### src/rtl/hamming_deserializer_if.sv
// Bit-strobe input, codeword output and error pulses of the deserializer.
// Handshake: a codeword transfers on every rising clk edge where
// code_valid and code_ready are both 1; while code_valid=1 and
// code_ready=0 the source holds code_out stable.
interface hamming_deserializer_if #(
  parameter int CODE_W = 12
);
  logic              bit_en;
  logic              rx_bit;
  logic [CODE_W:1]   code_out;
  logic              code_valid;
  logic              code_ready;
  logic              frame_err;
  logic              overrun;

  modport master (
    input  bit_en, rx_bit, code_ready,
    output code_out, code_valid, frame_err, overrun
  );

  modport slave (
    output bit_en, rx_bit, code_ready,
    input  code_out, code_valid, frame_err, overrun
  );
endinterface

### src/rtl/hamming_deserializer.sv
// Framed serial receiver: start bit, CODE_W data bits LSB-first, stop bit.
// Good frames are buffered in a small FIFO whose head feeds the decoder.
module hamming_deserializer #(
  parameter int CODE_W = 12,
  parameter int DEPTH  = 2
) (
  input  logic                       clk,
  input  logic                       rst,
  hamming_deserializer_if.master     bus,
  output logic [1:0]                 state_dbg,
  output logic [$clog2(DEPTH):0]     count_dbg
);
  localparam int AW = $clog2(DEPTH);
  localparam int CW = AW + 1;
  localparam int BW = $clog2(CODE_W);

  typedef enum logic [1:0] {
    IDLE = 2'd0,
    DATA = 2'd1,
    STOP = 2'd2
  } state_t;

  state_t            state;
  logic [BW-1:0]     bitcnt;
  logic [CODE_W:1]   shreg;
  logic              frame_err_q;
  logic              overrun_q;

  logic [CODE_W:1]   mem [DEPTH];
  logic [AW-1:0]     wr_ptr;
  logic [AW-1:0]     rd_ptr;
  logic [CW-1:0]     count;

  logic              code_valid;
  logic              pop;
  logic              push_req;
  logic              push_ok;

  assign code_valid = (count != '0);
  assign pop        = code_valid & bus.code_ready;
  assign push_req   = (state == STOP) & bus.bit_en & bus.rx_bit;
  // A full FIFO still accepts when its head leaves in the same cycle.
  assign push_ok    = push_req & ((count < CW'(DEPTH)) | pop);

  assign bus.code_out   = mem[rd_ptr];
  assign bus.code_valid = code_valid;
  assign bus.frame_err  = frame_err_q;
  assign bus.overrun    = overrun_q;
  assign state_dbg      = state;
  assign count_dbg      = count;

  // Frame FSM: start detect, LSB-first data shift, stop-bit check.
  always_ff @(posedge clk) begin
    if (rst) begin
      state       <= IDLE;
      bitcnt      <= '0;
      shreg       <= '0;
      frame_err_q <= 1'b0;
      overrun_q   <= 1'b0;
    end else begin
      frame_err_q <= 1'b0;
      overrun_q   <= 1'b0;
      if (bus.bit_en) begin
        case (state)
          IDLE: begin
            if (!bus.rx_bit) begin
              state  <= DATA;
              bitcnt <= '0;
            end
          end
          DATA: begin
            // Shifting in from the top leaves the first bit at position 1
            // once all CODE_W bits have arrived.
            shreg  <= {bus.rx_bit, shreg[CODE_W:2]};
            bitcnt <= bitcnt + 1'b1;
            if (bitcnt == BW'(CODE_W - 1)) state <= STOP;
          end
          STOP: begin
            if (bus.rx_bit) overrun_q   <= ~push_ok;
            else            frame_err_q <= 1'b1;
            state <= IDLE;
          end
          default: state <= IDLE;
        endcase
      end
    end
  end

  // Codeword FIFO: pointers wrap naturally since DEPTH is a power of two.
  always_ff @(posedge clk) begin
    if (rst) begin
      wr_ptr <= '0;
      rd_ptr <= '0;
      count  <= '0;
      for (int i = 0; i < DEPTH; i++) mem[i] <= '0;
    end else begin
      if (push_ok) begin
        mem[wr_ptr] <= shreg;
        wr_ptr      <= wr_ptr + 1'b1;
      end
      if (pop) rd_ptr <= rd_ptr + 1'b1;
      case ({push_ok, pop})
        2'b10:   count <= count + 1'b1;
        2'b01:   count <= count - 1'b1;
        default: count <= count;
      endcase
    end
  end
endmodule

### src/flat_wrapper.sv
// flat-port wrapper written by rule: the top's interface ports become plain ports
module hamming_deserializer_flat 
#(
  parameter int CODE_W = 12,
  parameter int DEPTH  = 2
)
  (clk, rst, state_dbg, count_dbg, bus_bit_en, bus_rx_bit, bus_code_ready, bus_code_out, bus_code_valid, bus_frame_err, bus_overrun);
  hamming_deserializer_if #(.CODE_W(CODE_W)) bus_i ();
  input  logic clk;
  input  logic rst;
  output logic [1:0] state_dbg;
  output logic [$clog2(DEPTH):0] count_dbg;
  input wire logic [$bits(bus_i.bit_en)-1:0] bus_bit_en;
  input wire logic [$bits(bus_i.rx_bit)-1:0] bus_rx_bit;
  input wire logic [$bits(bus_i.code_ready)-1:0] bus_code_ready;
  output wire logic [$bits(bus_i.code_out)-1:0] bus_code_out;
  output wire logic [$bits(bus_i.code_valid)-1:0] bus_code_valid;
  output wire logic [$bits(bus_i.frame_err)-1:0] bus_frame_err;
  output wire logic [$bits(bus_i.overrun)-1:0] bus_overrun;
  assign bus_i.bit_en = bus_bit_en;
  assign bus_i.rx_bit = bus_rx_bit;
  assign bus_i.code_ready = bus_code_ready;
  assign bus_code_out = bus_i.code_out;
  assign bus_code_valid = bus_i.code_valid;
  assign bus_frame_err = bus_i.frame_err;
  assign bus_overrun = bus_i.overrun;
  hamming_deserializer #(.CODE_W(CODE_W), .DEPTH(DEPTH)) u_core (.clk(clk), .rst(rst), .bus(bus_i), .state_dbg(state_dbg), .count_dbg(count_dbg));
endmodule
### config.mk
export PLATFORM = sky130hd
export DESIGN_NAME = hamming_deserializer_flat
export DESIGN_NICKNAME = d
export VERILOG_FILES = /design/src/rtl/hamming_deserializer_if.sv /design/src/rtl/hamming_deserializer.sv /design/src/flat_wrapper.sv
export SDC_FILE = /design/constraint.sdc
export NUM_CORES = 1
export LEC_CHECK = 0
export ABC_CLOCK_PERIOD_IN_PS = 1900
export CAP_MARGIN = 20
export CELL_PAD_IN_SITES_DETAIL_PLACEMENT = 0
export CELL_PAD_IN_SITES_GLOBAL_PLACEMENT = 1
export CORE_MARGIN = 3
export CORE_UTILIZATION = 39
export DETAILED_ROUTE_END_ITERATION = 10
export PLACE_DENSITY_LB_ADDON = 0.1
export RECOVER_POWER = 100
export SLEW_MARGIN = 10
export SYNTH_ARGS = -nofsm -noshare
export SYNTH_HDL_FRONTEND = slang
export SYNTH_SLANG_ARGS = --single-unit
export TNS_END_PERCENT = 30
### constraint.sdc
create_clock -name clk -period 1.9 [get_ports clk]
set_input_delay 0.285 -clock clk [delete_from_list [all_inputs] [get_ports clk]]
set_output_delay 0.285 -clock clk [all_outputs]
set_load 0.02 [all_outputs]
* Word-level counts from Yosys, hierarchy flattened
Memories as Yosys holds them, arrays and structs flattened. A register that Yosys moved wholly into a read port is not among the register bits. Index checks and enable logic that the tools add are counted. W data, S select, Z words.
Word-level totals: register bits 24, RAM bits 24, word-level logic and storage cells 58, memories 1
Cells by class: $add $sub $neg 5, order comparisons 1, equality and inequality tests 7, muxes and demuxes 17, bitwise operators 9, reduce and logical (&&, ||, !) cells 10
Memory list:
- u_core.mem | depth 2, bits a word 12, read ports 1, clocked after memory_dff 1, wr ports 2, line hamming_deserializer.sv:29 | logic [CODE_W:1] mem [DEPTH];
Operator list (number):
- $mux W12 | 1
- $reduce_or A12 Y1 | 1
- $mux W1 | 10
- $pmux W2 S2 | 2
- $pmux W4 S2 | 1
- $reduce_and A3 Y1 | 2
- $reduce_bool A2 Y1 | 3
- $add A4 B1 Y4 const B | 1
- $and A1 B1 Y1 | 4
- $eq A2 B1 Y1 const B | 2
- $eq A2 B2 Y1 const B | 2
- $eq A4 B4 Y1 const B | 1
- $mux W2 | 2
- $mux W4 | 1
- $not A1 Y1 | 4
- $reduce_or A4 Y1 | 1
- $reduce_or A3 Y1 | 1
- $add A1 B1 Y1 const B | 2
- $add A2 B1 Y2 const B | 1
- $logic_not A2 Y1 | 1
- $lt A2 B2 Y1 const B | 1
- $ne A2 B1 Y1 const B | 1
- $ne A2 B2 Y1 const B | 1
- $reduce_and A2 Y1 | 1
- 2 further kinds | 2

* Logic depth before layout (Yosys ltp)
depth in word-level cells 9, gate-level depth with buffers 7

* Worst setup path after synthesis
Ideal clock, no wire load.
kind reg2reg, from reg u_core.state[1] (netlist: u_core.state_dbg[1]), to mem u_core.mem[0][0] in the netlist's numbering, enable pin, arrival 1728 ps, path slack -211 ps, cell stages (with the launch flop) 5, path through dfxtp_1 > nand3b_2 > nor3_1 > inv_1 > o21bai_1
RTL lines:
- from (decl) | line hamming_deserializer.sv:23 | state_t state;
- from (signal assigned) | line hamming_deserializer.sv:55 | state <= IDLE;
- from (signal assigned) | line hamming_deserializer.sv:67 | state <= DATA;
- from (signal assigned) | line hamming_deserializer.sv:76 | if (bitcnt == BW'(CODE_W - 1)) state <= STOP;
- to (decl) | line hamming_deserializer.sv:29

* Worst setup path after layout
from reg u_core.count[1] (netlist: u_core.count_dbg[1]), to out bus_code_valid
On the way: word-level cells in the longest chain between the ends 1
RTL lines:
- from (decl) | line hamming_deserializer.sv:32 | logic [CW-1:0] count;
- from (signal assigned) | line hamming_deserializer.sv:103 | 2'b10: count <= count + 1'b1;
- from (signal assigned) | line hamming_deserializer.sv:104 | 2'b01: count <= count - 1'b1;
- from (signal assigned) | line hamming_deserializer.sv:105 | default: count <= count;
- $reduce_bool A2 Y1 | line hamming_deserializer.sv:39 | assign code_valid = (count != '0);
- to (decl) | line flat_wrapper.sv:17 | output wire logic [$bits(bus_i.code_valid)-1:0] bus_code_valid;
No other way between the ends.

==> summary.txt <==
Run status
  – Status: finished clean

Floorplan
  – I/O Pins: 24
  – Die area: 6290 sq um
  – Chip width: 79.3 um
  – Die Y: 79.3 um
  – Rows: 26
  – Core footprint: 5140 sq um
  – Initial Util: 0.408

Yosys
  – Synth unique cells: 38
  – Synth warn: 0
  – Post-synth ARST share: 0
  – Synthesis-stage register bit count: 49
  – Main synth FF type: dfxtp_1
  – Synth Area per Inst: 11.1 sq um
  – EDFF count, synth: 24
  – Synth area leaders: edfxtp_1, dfxtp_1, and2_1, mux2_2, nand2_1
  – Register area share after synthesis: 0.583
  – Net Count, Synth: 195
  – Cell area after synthesis: 2100 sq um
  – Cells after synthesis: 188
  – Top cell type by total area after synthesis: edfxtp_1
  – Top-area cell type share of the netlist area: 0.344

GRT
  – Largest net degree at the start of global routing: 25
  – Remaining Overflow, GRT: 0
  – Tot GR Track Use: 0.133
  – Initial antenna violation count: 0
  – Vias in the first global route: 1392
  – First-pass GRT wire length: 6.48 mm

Route
  – Via density per instance: 4.74
  – Routed length per placed instance: 12.7 um
  – Drt drc: 0
  – Final WL: 3.80 mm
  – First drt pass iteration count: 4
  – Vias: 1413
  – Iteration-0 DRC Markers: 79
  – ANT nets after route: 0

STA
  – RSZ-0062 raised after global routing: false
  – Setup_tns: 0 ns
  – Hold Fails Final Rpt: 0
  – Ratio of final minimum period to clock period: 0.939
  – Worst rel slew slack: 0.719
  – Final WS setup: 0.115 ns
  – Max Freq: 560 MHz
  – Clk_skew: 0.00866 ns
  – Tmin final: 1.78 ns
  – Max-slew violation count: 0
  – Slew @ Worst Pin: 0.422 ns
  – Finish-stage setup viols: 0

Clocking
  – Clock sinks: 49
  – Clock root cell: clkbuf_8
  – CTS tree: yes
  – Num CTS Buffers: 5
  – Hold-fix buffers, CTS: 0
  – Clock transition at the registers of the reported paths: 0.09 ns
  – Clock Path Buffers: 2
  – Worst skew pair latency: 0.30 ns
  – H-tree levels: 2

Worst setup path
  – WS Path Type: reg -> out
  – RR Endpoint: u_core.mem[0][7]
  – Crit path DAT: 1.50 ns
  – R2r worst-path depth: 6
  – R2r startpoint: u_core.state_dbg[0]
  – CP peak stage delay: 0.54 ns
  – Worst path depth: 2
  – Worst path required time: 1.62 ns
  – Setup crit end kind: primary output
  – R2r setup slk: 0.18 ns
  – CP endpoint: bus_code_valid
  – Max FO, Critical Path: 7
  – Crit-path cells: or2_2, clkdlybuf4s50_1
  – Crit-path leading delay family: buffers and inverters
  – Slowest stage cell, crit path: clkdlybuf4s50_1
  – CP Buf/Inv Count: 1
  – Startpoint Class: flip-flop
  – Setup crit start: u_core.count_dbg[1]

Place
  – Post-DP HPWL: 2.59 mm
  – Placer Congestion: 0.764
  – Placed cell count: 290
  – Port Buffers: 23
  – Pre-CTS WS: -0.213 ns

Cells and area
  – Inserted Diodes: 0
  – Commonest non-fill, non-tap cell in the layout: dfxtp_1
  – Ratio of cells with drive above 1 in the final layout: 0.162
  – Finished Core Util: 0.498
  – Most frequent cells in the layout: dfxtp_1, nand2_1, edfxtp_1
  – Non-Filler Instances: 298
  – Nets: 234
  – Area grow syn2layout: 22.2%

Power and ir drop
  – Power per cell area: 719 nW/um^2
  – Lkg Pwr: 0.951 nW
  – Overall Power: 0.00184 W
  – Peak supply drop: 0.268 mV

Worst hold path
  – Hold Crit Class: reg -> reg
  – Hold wc startpoint: u_core.shreg[1]

Job
  – Max cap viols: 0
[flip-flops by register name, indices dropped and copies added, names as in the netlist, named ones only]
register	cells
u_core.bitcnt	4
u_core.bus.frame_err	1
u_core.bus.overrun	1
u_core.count_dbg	2
u_core.mem	24
u_core.rd_ptr	1
u_core.shreg	12
u_core.state_dbg	2
u_core.wr_ptr	1
[what timing repair did]
action | CTS | global route
setup endpoints to repair | 12 | 0
buffers inserted | 0 | 0
gates resized for setup | 12 | 0
[tightest hold or removal path, stage by stage, from the launching register on]
cell and delay (ns):
dfxtp_1 0.33, nand2_1 0.06, a21oi_1 0.06
[per-layer routing]
layer / wire [um] / global-route usage
met5: 0 / 0
met4: 23 / 0.0412
met3: 116 / 0.0306
met2: 1950 / 0.241
met1: 1710 / 0.154
[how the worst min path moves through the flow]
stage	to	slack [ns]	cells after the start
floorplan	u_core.bus.frame_err	0.36	1
global placement	u_core.shreg[1]	0.45	2
detailed placement	u_core.shreg[1]	0.47	2
CTS	u_core.shreg[2]	0.48	2
global route	u_core.shreg[1]	0.51	2
finish	u_core.shreg[1]	0.48	2
[Yosys cell counts (all sizes together), types with 2 or more instances]
cell type,number
xnor2,2
nor4,2
buf,6
nand2,24
edfxtp,24
dfxtp,25
nor2b,4
o21ai,6
ha,2
o21bai,2
nand3,3
inv,3
nor3,2
mux2,12
and3b,2
nor2,6
and2,24
nand3b,5
a21oi,17
nand2b,3
clkbuf,3
[power by group]
part | internal (W) | leakage (nW) | switching (W)
Clock | 0.000262 | 0.0395 | 0.000318
Sequential | 0.00113 | 0.441 | 0.00000771
Combinational | 0.0000506 | 0.471 | 0.0000737
[kinds of logic after synthesis]
logic type               after synthesis  synth area share
XOR/XNOR                               3            0.0125
AND/OR/NAND/NOR                       80             0.223
AO/OA/AOI/OAI                         30            0.0800
adder cells (fa/ha/maj)                2            0.0119
multiplexers                          12            0.0645
buffers and inverters                 12            0.0257
flip-flops                            49             0.583
[cell type report]
cell class                      instances  area (sq um)
Clock buffer                            8          80.1
Timing Repair Buffer                   41           342
Tap cell                               70          87.6
Inverter                                3          11.3
Multi-Input combinational cell        127           820
Fill cell                             505          2580
Sequential cell                        49          1220
[stage by stage]
step	instance area, sq um	hold slack [ns]
6_report	2560	0.480
5_1_grt	2560	0.507
4_1_cts	2630	0.480
3_5_place_dp	2560	0.468
3_3_place_gp	2560	0.451
2_1_floorplan	2100	0.364
(Power assumes the default switching activity.)
